===== src/rtl/imem_arbiter.sv =====
// -----------------------------------------------------------------------------
// imem_arbiter
//
// Arbitrates the single instruction-memory port between the core fetch path
// (IF stage) and the debug / program-loader requester. At most one access is
// granted per cycle. The grant is combinational from the requests. The read
// response is registered and returned to the granted requester one cycle later.
//
// Optional feature: define IMEM_ARB_RANGE_CHECK_EN to enable the address range
// check against DEPTH_WORDS. Out-of-range reads then return a NOP
// (32'h00000013) and out-of-range writes are dropped, but they still respond.
// Without the macro every address is treated as in range and passes straight
// through to the memory.
//
// Parameters
//   DEPTH_WORDS  number of 32-bit words in instruction memory
//   STARVE_MAX   consecutive lost cycles before a waiting debug request is
//                forced through (1..15)
//
// Ports
//   clk, rst_n                        clock, async active-low reset
//   if_req/if_addr/if_flush           fetch request, byte address, flush
//   if_gnt/if_rvalid/if_rdata         fetch grant, response valid, instruction
//   dbg_req/dbg_we/dbg_addr/dbg_wdata debug request, write flag, addr, data
//   dbg_halt                          blocks all fetch grants while high
//   dbg_gnt/dbg_rvalid/dbg_rdata      debug grant, response valid, read word
//   mem_addr/mem_we/mem_wdata         shared memory port (word aligned)
//   mem_rdata                         combinational memory read data
//
// Response FSM (resp_src)
//   state      | meaning
//   RESP_IDLE  | no response presented this cycle
//   RESP_FETCH | fetch response presented this cycle
//   RESP_DBG   | debug response presented this cycle
// -----------------------------------------------------------------------------
module imem_arbiter #(
  parameter int unsigned DEPTH_WORDS = 1024,
  parameter int unsigned STARVE_MAX  = 4
) (
  input  logic        clk,
  input  logic        rst_n,
  input  logic        if_req,
  input  logic [31:0] if_addr,
  input  logic        if_flush,
  output logic        if_gnt,
  output logic        if_rvalid,
  output logic [31:0] if_rdata,
  input  logic        dbg_req,
  input  logic        dbg_we,
  input  logic [31:0] dbg_addr,
  input  logic [31:0] dbg_wdata,
  input  logic        dbg_halt,
  output logic        dbg_gnt,
  output logic        dbg_rvalid,
  output logic [31:0] dbg_rdata,
  output logic [31:0] mem_addr,
  output logic        mem_we,
  output logic [31:0] mem_wdata,
  input  logic [31:0] mem_rdata
);

  typedef enum logic [1:0] {
    RESP_IDLE  = 2'd0,
    RESP_FETCH = 2'd1,
    RESP_DBG   = 2'd2
  } resp_src_e;

  localparam logic [31:0] NOP_INSN   = 32'h0000_0013;
  localparam logic [3:0]  STARVE_LIM = 4'(STARVE_MAX);

  if (STARVE_MAX < 1 || STARVE_MAX > 15 || DEPTH_WORDS < 1) begin : g_bad_param
    $error("imem_arbiter: STARVE_MAX must be 1..15 and DEPTH_WORDS >= 1");
  end

  resp_src_e   resp_src_q, resp_src_d;
  logic [3:0]  starve_cnt_q, starve_cnt_d;
  logic [31:0] if_rdata_q, if_rdata_d;
  logic [31:0] dbg_rdata_q, dbg_rdata_d;

  logic        gnt_if;
  logic        gnt_dbg;
  logic        gnt_any;
  logic [31:0] gnt_addr;
  logic        in_range;
  logic [31:0] rd_word;
  logic        unused_addr_bits;

  // Byte-offset bits are ignored; memory sees word-aligned addresses only.
  assign unused_addr_bits = ^{if_addr[1:0], dbg_addr[1:0]};

  // ---------------------------------------------------------------------------
  // Grant logic. Gated by rst_n so that an access in flight when reset is
  // asserted is not committed (mem_we drops immediately).
  // ---------------------------------------------------------------------------
  always_comb begin
    gnt_if  = 1'b0;
    gnt_dbg = 1'b0;
    if (rst_n) begin
      if (dbg_halt) begin
        gnt_dbg = dbg_req;
      end else if (dbg_req && (starve_cnt_q == STARVE_LIM)) begin
        gnt_dbg = 1'b1;
      end else if (if_req) begin
        gnt_if = 1'b1;
      end else if (dbg_req) begin
        gnt_dbg = 1'b1;
      end
    end
  end

  assign gnt_any  = gnt_if | gnt_dbg;
  assign gnt_addr = gnt_dbg ? dbg_addr : if_addr;

`ifdef IMEM_ARB_RANGE_CHECK_EN
  assign in_range = (gnt_addr[31:2] < 30'(DEPTH_WORDS));
`else
  assign in_range = 1'b1;
`endif

  assign rd_word = in_range ? mem_rdata : NOP_INSN;

  assign if_gnt    = gnt_if;
  assign dbg_gnt   = gnt_dbg;
  assign mem_addr  = gnt_any ? {gnt_addr[31:2], 2'b00} : 32'h0;
  assign mem_we    = gnt_dbg & dbg_we & in_range;
  assign mem_wdata = gnt_any ? dbg_wdata : 32'h0;

  // ---------------------------------------------------------------------------
  // Starvation counter: counts consecutive cycles a pending debug request has
  // lost to fetch, saturating at the limit so the forced grant stays armed.
  // ---------------------------------------------------------------------------
  always_comb begin
    starve_cnt_d = starve_cnt_q;
    if (gnt_dbg || !dbg_req) begin
      starve_cnt_d = 4'd0;
    end else if (starve_cnt_q < STARVE_LIM) begin
      starve_cnt_d = starve_cnt_q + 4'd1;
    end
  end

  // ---------------------------------------------------------------------------
  // Response FSM: next state follows the grant each cycle. The per-requester
  // data registers only load on their own grant so the last response holds.
  // ---------------------------------------------------------------------------
  always_comb begin
    resp_src_d  = RESP_IDLE;
    if_rdata_d  = if_rdata_q;
    dbg_rdata_d = dbg_rdata_q;
    if (gnt_dbg) begin
      resp_src_d  = RESP_DBG;
      dbg_rdata_d = dbg_we ? 32'h0 : rd_word;
    end else if (gnt_if) begin
      resp_src_d = RESP_FETCH;
      if_rdata_d = rd_word;
    end
  end

  always_ff @(posedge clk or negedge rst_n) begin
    if (!rst_n) begin
      resp_src_q   <= RESP_IDLE;
      starve_cnt_q <= 4'd0;
      if_rdata_q   <= 32'h0;
      dbg_rdata_q  <= 32'h0;
    end else begin
      resp_src_q   <= resp_src_d;
      starve_cnt_q <= starve_cnt_d;
      if_rdata_q   <= if_rdata_d;
      dbg_rdata_q  <= dbg_rdata_d;
    end
  end

  // A flush only suppresses the valid; the fetch grant in the same cycle is
  // independent of it.
  assign if_rvalid  = (resp_src_q == RESP_FETCH) && !if_flush;
  assign dbg_rvalid = (resp_src_q == RESP_DBG);
  assign if_rdata   = if_rdata_q;
  assign dbg_rdata  = dbg_rdata_q;

endmodule


===== config.mk =====
export PLATFORM = sky130hd
export DESIGN_NAME = imem_arbiter
export DESIGN_NICKNAME = d
export VERILOG_FILES = /design/src/rtl/imem_arbiter.sv
export SDC_FILE = /design/constraint.sdc
export NUM_CORES = 1
export LEC_CHECK = 0
export ABC_AREA = 1
export ABC_CLOCK_PERIOD_IN_PS = 2200
export BUFFER_PORTS_ARGS = -buffer_cell sky130_fd_sc_hd__buf_2
export CORE_AREA = 2 2 105 107
export DETAILED_ROUTE_END_ITERATION = 8
export DIE_AREA = 0 0 107 109
export MAX_ROUTING_LAYER = met4
export PLACE_DENSITY = 0.77
export SLEW_MARGIN = 15
export SYNTH_ARGS = -nofsm -noshare
export SYNTH_HDL_FRONTEND = slang
export SYNTH_SLANG_ARGS = --single-unit

===== constraint.sdc =====
create_clock -name clk -period 2.2 [get_ports clk]
set_clock_uncertainty 0.05 [all_clocks]
set_input_delay 0.44 -clock clk [delete_from_list [all_inputs] [get_ports clk]]
set_output_delay 0.44 -clock clk [all_outputs]
set_load 0.02 [all_outputs]

==> qor.yml <==
r2r_start: "starve_cnt_q[0]"
rsz0062_at_grt: "true"
setup_viol: 63
drt-total-wl_um: 14300
cts_max_level: 3
synth-edff-count: 0
fmaxAchievable_ghz: 0.424
port_buffers: 261
holdPathEnd: "if_rdata[18]"
synth.most_common_cell: "nand2_1"
cts_hold_buf: 0
hold_depth: 3
end_kind: "primary output"
drtIter0Drc: 353
wl_per_cell_um: 14.8
syn2layout_area_growth_pct: 70.6
stdcell_count: 966
r2r-end: "if_rdata[11]"
crit_path_start_kind: "flip-flop"
cap_violations: 0
ant_nets: 0
reg2reg_slack_ns: 0.37
r2r_cells: 9
period_needed_ns: 2.36
clock-sinks: 70
vias: 4477
post_dp_cell_area_sq_um: 5290
path_delay_family: "buffers and inverters"
slew_viol_final: 0
clkLatencyLatePin_ns: 0.33
cts_buffers: 9
path_cells: "inv_2, ha_4, nand4_1, buf_6, clkbuf_16, nand3_2, nand2_1, nand2_1, inv_1, buf_6"
use_met1_pct: 26.9
synthTopCellsByArea: "dfrtp_1, nand2_1, inv_1"
dp_hpwl_um: 8730
whs_ns: 0.254
worstHoldStart: "mem_rdata[18]"
grt.overflow.total: 0
cp_max_fo: 6
nFillCells: 894
grt_max_degree: 71
gp_congestion: 0.769
die_w_um: 107
failed_checks: "negative setup slack"
fp.dieH_um: 109
clock_path_buffers: 2
slowest_stage: "dfrtp_1"
fin_crit_sh_pct: 107
tritoncts: "done"
fin_ws_ns: -0.161
dieArea_sq_um: 11700
fin_area_sq_um: 6570
cp.required_ns: 1.71
yosys.area.top_type: "dfrtp_1"
grt_pass1_wl_um: 20400
syn-cell-area_sq_um: 3850
synthCells: 551
post-place-ws_ns: 0.144
vias_per_cell: 4.63
ys_warn_count: 0
core_sq_um: 10600
place_inst: 933
grt_pass1_vias: 4153
path_class: "reg2out"
async_reset_ff_share_pct: 100
power_density_nw_per_um2: 632
worstMarginPinSlew_ns: 0.862
avgSynthCellArea_sq_um: 6.99
hold_class: "in2reg"
post-route-drc-count: 0
status: "finished with violations"
firstDrtPassIters: 4
antenna_found_initial: 0
synthDistinctLibCells: 19
grtUsageTotal_pct: 22.9
clk_pin_slew_ns: 0.08
peakVddDrop_mv: 0.659
final_layout_size_suffix_gt1_share_pct: 45.8
p_leak_uw: 0.00385
fin_util_pct: 62.0
layout.nets: 957
num_io_pins: 268
ys_seq_elements: 70
cp_num_buf_inv: 5
yosys.area.top_type_share_pct: 45.5
hold_viol: 0
ys.flop_type: "dfrtp_1"
synth_common_cells: "nand2_1, inv_1, dfrtp_1, nor2_1, o21ai_1"
use_met3_pct: 6.04
crit_path_max_incr_delay_ns: 0.40
slew_headroom_pct: 42.5
start_util_pct: 36.3
grt_util_met2_pct: 36.9
grt-busiest-layer: "met2"
rows: 38
clock-root-buffer: "clkbuf_8"
cp.arrival_ns: 1.87
ys_seq_area_share_pct: 45.5
==> worst max-delay path by stage <==
stage | to | startpoint | slack (ns) | cells past startpoint
finish | mem_addr[29] | starve_cnt_q[0] | -0.16 | 10
detailed placement | mem_addr[21] | dbg_halt | 0.14 | 10
global placement | mem_addr[21] | dbg_halt | 0.15 | 10
global route | mem_addr[29] | starve_cnt_q[1] | -0.28 | 10
floorplan | mem_wdata[10] | starve_cnt_q[0] | 0.28 | 9
CTS | mem_addr[12] | starve_cnt_q[1] | -0.08 | 10
==> cell type report <==
class	instances	area (sq um)	share of cell area [%]
Clock inverter	7	96.3	1.47
Inverter	75	289	4.40
Multi-Input combinational cell	371	1980	30.1
Timing Repair Buffer	293	2150	32.8
Tap cell	140	175	2.67
Clock buffer	9	124	1.88
Sequential cell	70	1750	26.7
Antenna cell	1	2.50	0.0381
==> worst register-to-register path, cell delays in order, from the launching register on <==
cell,delay [ns]
dfrtp_1,0.40
inv_2,0.09
ha_4,0.14
nand4_1,0.15
nand2_2,0.16
buf_8,0.26
inv_2,0.06
buf_4,0.25
nand2_1,0.13
nand2_1,0.06
==> placed cells by master (no fill, tap or decap), drive strengths merged, types with 4 or more instances in the layout <==
master / n
buf: 289
nand2: 228
inv: 76
dfrtp: 70
nor2: 42
o21ai: 32
nand3: 31
nand3b: 30
clkbuf: 13
clkinv: 4
==> metrics by stage <==
stage	power, uW	TNS (ns)
after floorplan	2260	0
after global placement	2740	0
after detailed placement	2750	0
after CTS	4090	-2.78
after global routing	4390	-12.56
final	4150	-4.66
==> kinds of logic (layout without fill, tap and decap cells) <==
| group | after synthesis | in the layout | share of synthesized area, % |
|---|---|---|---|
| DFF | 70 | 70 | 45.5 |
| adders and majority gates | 2 | 2 | 0.650 |
| other | 1 | 3 | 0.0974 |
| buffers and inverters | 111 | 384 | 12.6 |
| and+or+nand+nor | 332 | 332 | 36.5 |
| AOI/OAI and AO/OA | 34 | 34 | 4.42 |
| xor gates and xnor gates | 1 | 1 | 0.227 |
==> where the power goes <==
group	internal [uW]	total (uW)	leakage (uW)	switching [uW]
registers	1460	1560	0.000901	96.8
logic	583	1440	0.00283	860
clock network	642	1150	0.000114	505
total	2690	4150	0.00385	1460
==> repair_timing <==
action,CTS,global route
gates resized for setup,158,82
cloned,3,5
endpoints found under the setup margin,65,65
pin swaps,8,16
buffers inserted,7,1
endpoints found under the hold margin,0,0
==> layer usage <==
| metal | up-vias | routed length, um |
|---|---|---|
| met4 | 0 | 553 |
| met2 | 213 | 7110 |
| li1 | 2195 | - |
| met5 | - | 0 |
| met1 | 2014 | 5580 |
| met3 | 55 | 1070 |
==> registers in the layout, indices dropped and copies added (netlist names) <==
signal        count
if_rdata         32
dbg_rdata        32
starve_cnt_q      4
resp_src_q        2
Note: power is estimated with default switching activity, not from simulation.
